### src/rtl/reg8_serializer.sv
// Parallel-to-serial transmitter: captures one word on load, shifts it out one bit per enabled clock.
// Optional even-parity trailer bit and parity_bit port when PARITY_EN is defined.
module reg8_serializer #(
    parameter int WIDTH     = 8,    // 2..32
    parameter bit MSB_FIRST = 1'b1
) (
    input  logic             clk,
    input  logic             rst,
    input  logic [WIDTH-1:0] d,
    input  logic             load,
    input  logic             en,
    output logic             ready,
    output logic             sout,
    output logic             sout_valid,
`ifdef PARITY_EN
    output logic             parity_bit,
`endif
    output logic             done
);

    localparam int                CNT_W    = (WIDTH > 1) ? $clog2(WIDTH) : 1;
    localparam logic [CNT_W-1:0] CNT_LAST = CNT_W'(WIDTH - 1);

    typedef enum logic [1:0] {
        ST_IDLE   = 2'd0,
        ST_SHIFT  = 2'd1,
`ifdef PARITY_EN
        ST_PARITY = 2'd2,
`endif
        ST_DONE   = 2'd3
    } state_e;

    state_e           state_q, state_d;
    logic [WIDTH-1:0] shreg_q, shreg_d;
    logic [CNT_W-1:0] cnt_q,   cnt_d;
`ifdef PARITY_EN
    logic             par_q,   par_d;
`endif

    logic             cur_bit;
    logic [WIDTH-1:0] shreg_shifted;

    // The output end of the shift register depends on bit order; vacated bits fill with 0.
    assign cur_bit       = MSB_FIRST ? shreg_q[WIDTH-1] : shreg_q[0];
    assign shreg_shifted = MSB_FIRST ? {shreg_q[WIDTH-2:0], 1'b0}
                                     : {1'b0, shreg_q[WIDTH-1:1]};

    assign ready = (state_q == ST_IDLE);

    // NOTE: sequential state uses non-blocking assignments so every register samples pre-edge values.
    always_ff @(posedge clk or negedge rst) begin
        if (!rst) begin
            state_q <= ST_IDLE;
            shreg_q <= '0;
            cnt_q   <= '0;
`ifdef PARITY_EN
            par_q   <= 1'b0;
`endif
        end else begin
            state_q <= state_d;
            shreg_q <= shreg_d;
            cnt_q   <= cnt_d;
`ifdef PARITY_EN
            par_q   <= par_d;
`endif
        end
    end

    // NOTE: every signal written here gets a default first, so no path can infer a latch.
    always_comb begin
        state_d    = state_q;
        shreg_d    = shreg_q;
        cnt_d      = cnt_q;
`ifdef PARITY_EN
        par_d      = par_q;
        parity_bit = 1'b0;
`endif
        sout       = 1'b0;
        sout_valid = 1'b0;
        done       = 1'b0;

        case (state_q)
            ST_IDLE: begin
                // en is deliberately ignored here; only load starts a frame.
                if (load) begin
                    shreg_d = d;
                    cnt_d   = CNT_LAST;
`ifdef PARITY_EN
                    par_d   = ^d;
`endif
                    state_d = ST_SHIFT;
                end
            end

            ST_SHIFT: begin
                sout       = cur_bit;
                sout_valid = 1'b1;
                if (en) begin
                    if (cnt_q != '0) begin
                        shreg_d = shreg_shifted;
                        cnt_d   = cnt_q - CNT_W'(1);
                    end else begin
`ifdef PARITY_EN
                        state_d = ST_PARITY;
`else
                        state_d = ST_DONE;
`endif
                    end
                end
            end

`ifdef PARITY_EN
            ST_PARITY: begin
                sout       = par_q;
                sout_valid = 1'b1;
                parity_bit = 1'b1;
                if (en) begin
                    state_d = ST_DONE;
                end
            end
`endif

            ST_DONE: begin
                done    = 1'b1;
                state_d = ST_IDLE;
            end

            default: begin
                state_d = ST_IDLE;
            end
        endcase
    end

endmodule

### config.mk
export PLATFORM = sky130hd
export DESIGN_NAME = reg8_serializer
export DESIGN_NICKNAME = d
export VERILOG_FILES = /design/src/rtl/reg8_serializer.sv
export SDC_FILE = /design/constraint.sdc
export NUM_CORES = 1
export LEC_CHECK = 0
export ABC_AREA = 1
export CORE_MARGIN = 1.5
export CORE_UTILIZATION = 48
export CTS_CLUSTER_DIAMETER = 100
export DETAILED_ROUTE_END_ITERATION = 7
export PLACE_DENSITY = 0.73
export SETUP_SLACK_MARGIN = 0.3
export SYNTH_ARGS = -nofsm -noshare
export SYNTH_HDL_FRONTEND = slang
export SYNTH_SLANG_ARGS = --single-unit
### constraint.sdc
create_clock -name clk -period 1.65 [get_ports clk]
set_clock_uncertainty 0.05 [all_clocks]
set_input_delay 0.33 -clock clk [delete_from_list [all_inputs] [get_ports clk]]
set_output_delay 0.33 -clock clk [all_outputs]
set_load 0.005 [all_outputs]
==> out/qor.yml, run 1 <==
final-hold-violation-count: 0
cp.arrival_ps: 1720
worstMarginPinSlew_ps: 178
power.leakage_nw: 0.630
power.density_nw_per_um2: 1890
endpoint: "shreg_q[1]"
clock_latency_ps: 280
grt_pass1_wl_um: 3040
r2r_end: "shreg_q[1]"
yosys.area_share.adder_pct: 3.36
syn_inst: 103
drtIter0Drc: 16
rows: 14
crit_path_start: "state_q[1]"
muxShareOfSynthArea_pct: 0
hpwl_um: 1100
switching_power_uw: 938
cp-start-kind: "flop"
ys_ff_latch: 13
combPwrFrac_pct: 64.5
path_class: "reg -> reg"
htreeDepth: 1
crit_fanout: 5
post_drt_via_cell_ratio: 5.02
critPathRequiredTime_ps: 1820
pre_cts_ws_ps: 81.3
yosys.area.top_type: "dfrtp_1"
synth-simple-area-share_pct: 33.8
clockPowerShare_pct: 9.5
synth_xor_xnor_area_share_pct: 1.18
synth.distinct_cells: 15
first_pass_iters: 5
setup_ws_ps: 109
start_util_pct: 50.6
pwr-share-seq_pct: 26.0
antenna_found_initial: 0
gp_congestion: 0.793
final_nets: 153
seq_area_frac_synth_pct: 43.7
grt-ovfl-total: 0
core_um2: 1470
vias: 773
post-route-period-util_pct: 93.4
grt_max_degree: 14
synth-compound-area-share_pct: 6.72
r2r_start: "state_q[1]"
die_y_um: 42.4
yosys-top-cells-area: "dfrtp_1, nand2_1, o21ai_1"
status: "complete, no violations"
drive_gt1_share_pct: 31.2
synth_top_area_share_pct: 43.7
rr_worst_depth: 10
ir_worst_vdd_uv: 965
numCtsBuffers: 3
grt_usage_pct: 23.1
min_period_ps: 1540
port_buffers: 15
cts.sinks: 13
avgSynthCellArea_um2: 7.23
max_freq_mhz: 649
p_int_mw: 1.20
boundaryPins: 16
grt_pass1_vias: 713
wire_per_inst_um: 12.3
drt_wl_total_um: 1900
num-fill-cells: 108
dieArea_um2: 1800
synthesis.nets: 117
cts_hold_buf: 0
clkTransAtPathRegs_ps: 80
die_width_um: 42.4
slew_headroom_pct: 88.2
cts-root-buf: "clkbuf_4"
synth_top_family_by_area: "simple AND/OR/NAND/NOR gates"
tns_ps: 0
rsz0062_at_grt: "yes"
max-cap-violations: 0
synth_warnings: 0
worstSetupEndpointType: "flop"
clockBufferDepth: 2
synth_area_um2: 744
drv_slew: 0
switching_share_pct: 43.9
antenna-diode-count: 0
rrSetupSlack_ps: 110
syn_to_final_growth_pct: 52.1
setup_violations: 0
cts_tree: "done"
antenna_left: 0
min_path_type: "in -> async"
drcViolationCount: 0
[state kept, by name (all words and copies together) (netlist names)]
register,cells
shreg_q,8
cnt_q,3
state_q,2
[metrics by stage]
stage	cells	util [%]	power, mW	cell area (µm²)	hold WS [ps]
after global routing	154	77.0	2.32	1130	314
after floorplan	103	-	1.27	744	-15.6
final	154	77.0	2.14	1130	298
after detailed placement	139	64.1	1.58	943	420
after CTS	150	70.6	1.91	1040	303
after global placement	139	64.1	1.55	943	411
[cell usage after synthesis, drive strengths merged]
master  count
buf         4
dfrtp      13
ha          2
inv        12
nand2      53
nand3       3
nand3b      1
nor2        4
o21ai      10
xnor2       1
[cells in the final DEF, fill, tap and decap left out, types with 2 or more instances in the layout]
cell             instances
nand2_1                 50
dfrtp_1                 12
buf_4                   12
clkdlybuf4s50_1         11
inv_1                    9
o21ai_1                  6
buf_6                    6
o21ai_2                  4
buf_2                    4
nand2_4                  3
nor2_4                   3
clkbuf_4                 3
inv_2                    2
ha_1                     2
[layer usage]
layer,track usage [%],up-vias,part of all wire [%]
met1,29.1,356,41
met3,2.59,7,4.4
li1,-,382,-
met4,14.4,0,3.3
met5,0,-,0
met2,37.5,28,51
[critical path: stages (launching register included)]
cell and delay (ps):
dfrtp_1 410, buf_6 120, inv_4 30, buf_4 120
buf_6 120, nand3_4 60, nand2_4 90, buf_12 140
nor2_4 150, nand2_1 90, nand2_1 90
[power by group through the flow]
stage               sequential [mW]  combinational [mW]  clock [mW]
floorplan                     0.533               0.736           0
global placement              0.554               0.998           0
detailed placement            0.559                1.02           0
CTS                           0.542                1.16       0.207
global route                  0.569                1.53       0.216
finish                        0.556                1.38       0.203
[worst min path at each step]
| stage | end | slack, ps | depth (start not counted) |
|---|---|---|---|
| 3_5_place_dp | shreg_q[2] | 420 | 2 |
| 3_3_place_gp | shreg_q[1] | 410 | 2 |
| 2_1_floorplan | cnt_q[0] | -20 | 0 |
| 5_1_grt | state_q[1] | 310 | 2 |
| 6_report | shreg_q[1] | 300 | 2 |
| 4_1_cts | shreg_q[7] | 300 | 2 |
[final cells by class]
| cell class | count | area, µm² | area share, % |
|---|---|---|---|
| Clock buffer | 4 | 26.3 | 2.32 |
| Multi-Input combinational cell | 75 | 404 | 35.7 |
| Sequential cell | 13 | 327 | 28.8 |
| Tap cell | 16 | 20.0 | 1.77 |
| Timing Repair Buffer | 34 | 308 | 27.2 |
| Inverter | 12 | 47.5 | 4.20 |
[repair_timing]
item	CTS	global route
setup endpoints to repair	15	16
buffers inserted	6	4
resized for setup	25	13
pin swaps	4	11
cloned	1	0
[cell families (layout without fill, tap and decap cells)]
kind of cell	count (synthesis)	in the layout
AO/OA/AOI/OAI	10	10
XOR/XNOR	1	1
adder cells (fa/ha/maj)	2	2
buffers and inverters	16	50
flip-flops	13	13
AND/OR/NAND/NOR	61	62
Power figures use the tool's default switching activity.
==> run 2: changes to the inputs <==
--- a/config.mk
+++ b/config.mk
@@ -5,12 +5,13 @@
 export SDC_FILE = /design/constraint.sdc
 export NUM_CORES = 1
 export LEC_CHECK = 0
-export ABC_AREA = 1
+export ABC_AREA = 0
 export CORE_MARGIN = 1.5
-export CORE_UTILIZATION = 48
+export CORE_UTILIZATION = 47
 export CTS_CLUSTER_DIAMETER = 100
 export DETAILED_ROUTE_END_ITERATION = 7
 export PLACE_DENSITY = 0.73
+export RECOVER_POWER = 25
 export SETUP_SLACK_MARGIN = 0.3
 export SYNTH_ARGS = -nofsm -noshare
 export SYNTH_HDL_FRONTEND = slang
==> run 2 against run 1 <==
Against the previous run:
- combinational power shrank 9%
- routed wire length grew 36%
- area after synthesis shrank 7.6%
- global-route usage grew 8.4 points
- register-to-register slack lost 40 ps
- first-iteration DRC count grew 81%
- flip-flop and latch count is the same
- clock power is essentially flat
- highest routed layer unchanged
==> out/qor.yml, run 2 <==
status: "complete, no violations"
worstSetupEndpointType: "flop"
power.leakage_nw: 0.567
clkTransAtPathRegs_ps: 90
drcViolationCount: 0
path_class: "reg -> reg"
synthesis.nets: 81
post-route-period-util_pct: 95.8
top_regs: "shreg_q x8, cnt_q x3, state_q x2"
cp_slowest_cell: "dfrtp_1"
cpMostUsedCell: "o21ai_1"
cts.sinks: 13
pwr-share-seq_pct: 27.3
final_common_cell: "buf_4"
critPathRequiredTime_ps: 1800
dieArea_um2: 1700
worstHoldStart: "shreg_q[0]"
max_freq_mhz: 633
rrSetupSlack_ps: 70
first_pass_iters: 6
rsz0062_at_grt: "yes"
final_nets: 125
switching_power_uw: 835
yosys.cell_count.top_type: "o21ai_0"
htreeDepth: 1
crit_chain: "inv_2, ha_4, nor2b_4, buf_6, a2bb2oi_4, o21ai_1, o21ai_1"
slew_headroom_pct: 52.7
syn_inst: 67
drt_wl_total_um: 2590
cts_hold_buf: 0
ir_worst_vdd_uv: 959
cp-start-kind: "flop"
crit_path_max_incr_delay_ps: 410
cts_tree: "done"
synth_warnings: 0
max-cap-violations: 0
ys_ff_latch: 13
min_path_type: "reg -> reg"
num-fill-cells: 56
cp.arrival_ps: 1730
worstMarginPinSlew_ps: 709
clockBufferDepth: 2
grt_pass1_wl_um: 3290
top_register: "shreg_q"
rows: 13
start_util_pct: 51.6
cts-root-buf: "clkbuf_4"
final-hold-violation-count: 0
grt_pass1_vias: 720
post_drt_via_cell_ratio: 6.10
grt_usage_pct: 31.5
hpwl_um: 1140
power.density_nw_per_um2: 1690
die_y_um: 41.3
grt_max_degree: 14
grt-ovfl-total: 0
gp_congestion: 0.760
yosys-top-cells-area: "dfrtp_1, o21ai_0, mux2i_1"
combPwrFrac_pct: 62.6
clock_latency_ps: 270
async_reset_ff_share_pct: 100
vias: 763
synth_edf_count: 0
drtIter0Drc: 29
setup_violations: 0
wire_per_inst_um: 20.7
yosys.area.top_type: "dfrtp_1"
largest_register_ffs: 8
boundaryPins: 16
synth_area_um2: 688
antenna-diode-count: 0
synth_common_cells: "o21ai_0, dfrtp_1, mux2i_1, nor2_1"
antenna_left: 0
final_cell_mix: "buf_4, dfrtp_1, o21ai_1, clkdlybuf4s50_1, buf_6"
r2r_start: "cnt_q[1]"
ys.flop_type: "dfrtp_1"
min_period_ps: 1580
crit_family: "compound AO/OA/AOI/OAI gates"
seq_area_frac_synth_pct: 47.3
p_int_mw: 1.18
numCtsBuffers: 3
drv_slew: 0
port_buffers: 15
avgSynthCellArea_um2: 10.3
die_width_um: 41.3
syn_to_final_growth_pct: 73.8
placed_area_um2: 906
clockPowerShare_pct: 10.2
switching_share_pct: 41.4
synth.distinct_cells: 21
synth_top_area_share_pct: 47.3
crit_fanout: 7
drive_gt1_share_pct: 50.0
critical_path_buf_inv_count: 2
cp_num_cells: 7
rr_worst_depth: 7
tns_ps: 0
fin_area_um2: 1200
endpoint: "shreg_q[5]"
crit_path_start: "cnt_q[1]"
core_um2: 1330
antenna_found_initial: 0
r2r_end: "shreg_q[5]"
-- run 2: changes by cell type after synthesis, moves of 6 or more --
cell     delta
nand2_1    -51
o21ai_1    -10
o21ai_0    +15
inv_1       -6
mux2i_1     +7
-- run 2: worst min path at each step --
stage | endpoint | slack (ps) | cells after the start
after floorplan | cnt_q[0] | -20 | 0
after global placement | shreg_q[0] | 440 | 1
after detailed placement | shreg_q[0] | 440 | 1
after CTS | cnt_q[2] | 340 | 2
after global routing | shreg_q[0] | 490 | 1
final | shreg_q[0] | 450 | 1
-- run 2: cell type report --
type / instances / area [µm²] / area share, %
Clock buffer: 4 / 26.3 / 2.20
Inverter: 4 / 25.0 / 2.09
Multi-Input combinational cell: 48 / 443 / 37.0
Sequential cell: 13 / 325 / 27.2
Tap cell: 15 / 18.8 / 1.57
Timing Repair Buffer: 41 / 358 / 29.9
-- run 2: what timing repair did --
item | 4_1_cts | 5_1_grt
setup buffers | 15 | 3
endpoints found under the setup margin | 14 | 15
endpoints found under the hold margin | 0 | 0
gates resized for setup | 54 | 14
pin swaps | 8 | 8
-- run 2: routing by layer --
| metal | vias to the layer above | track usage [%] | share of wire, % |
|---|---|---|---|
| li1 | 328 | - | - |
| met5 | - | 0 | 0 |
| met4 | 0 | 12.9 | 3.1 |
| met3 | 12 | 10.3 | 8.1 |
| met2 | 52 | 56.3 | 51 |
| met1 | 371 | 33.4 | 38 |
-- run 2: cell families (layout without fill, tap and decap cells) --
logic type	after synthesis	in the layout	share of synthesized area [%]
simple gates	15	15	12.9
fa+ha+maj	2	2	3.64
mux	7	7	10.2
flops	13	13	47.3
compound gates	24	24	22.2
buf+inv	6	49	3.82
-- run 2: power groups by stage --
| stage | registers (mW) | logic, mW | clock network, mW |
|---|---|---|---|
| floorplan | 0.515 | 0.426 | 0 |
| global placement | 0.533 | 0.646 | 0 |
| detailed placement | 0.536 | 0.658 | 0 |
| CTS | 0.521 | 1.04 | 0.206 |
| global route | 0.558 | 1.33 | 0.222 |
| finish | 0.550 | 1.26 | 0.205 |
-- run 2: through the flow --
stage	hold WS, ps	total power [mW]	std cells	setup slack (ps)	util [%]
global route	492	2.11	125	18.8	89.7
finish	455	2.02	125	69.5	89.7
floorplan	-15.6	0.941	67	307	-
CTS	336	1.77	122	156	85.0
global placement	436	1.18	103	55.7	67.9
detailed placement	439	1.19	103	0.669	67.9
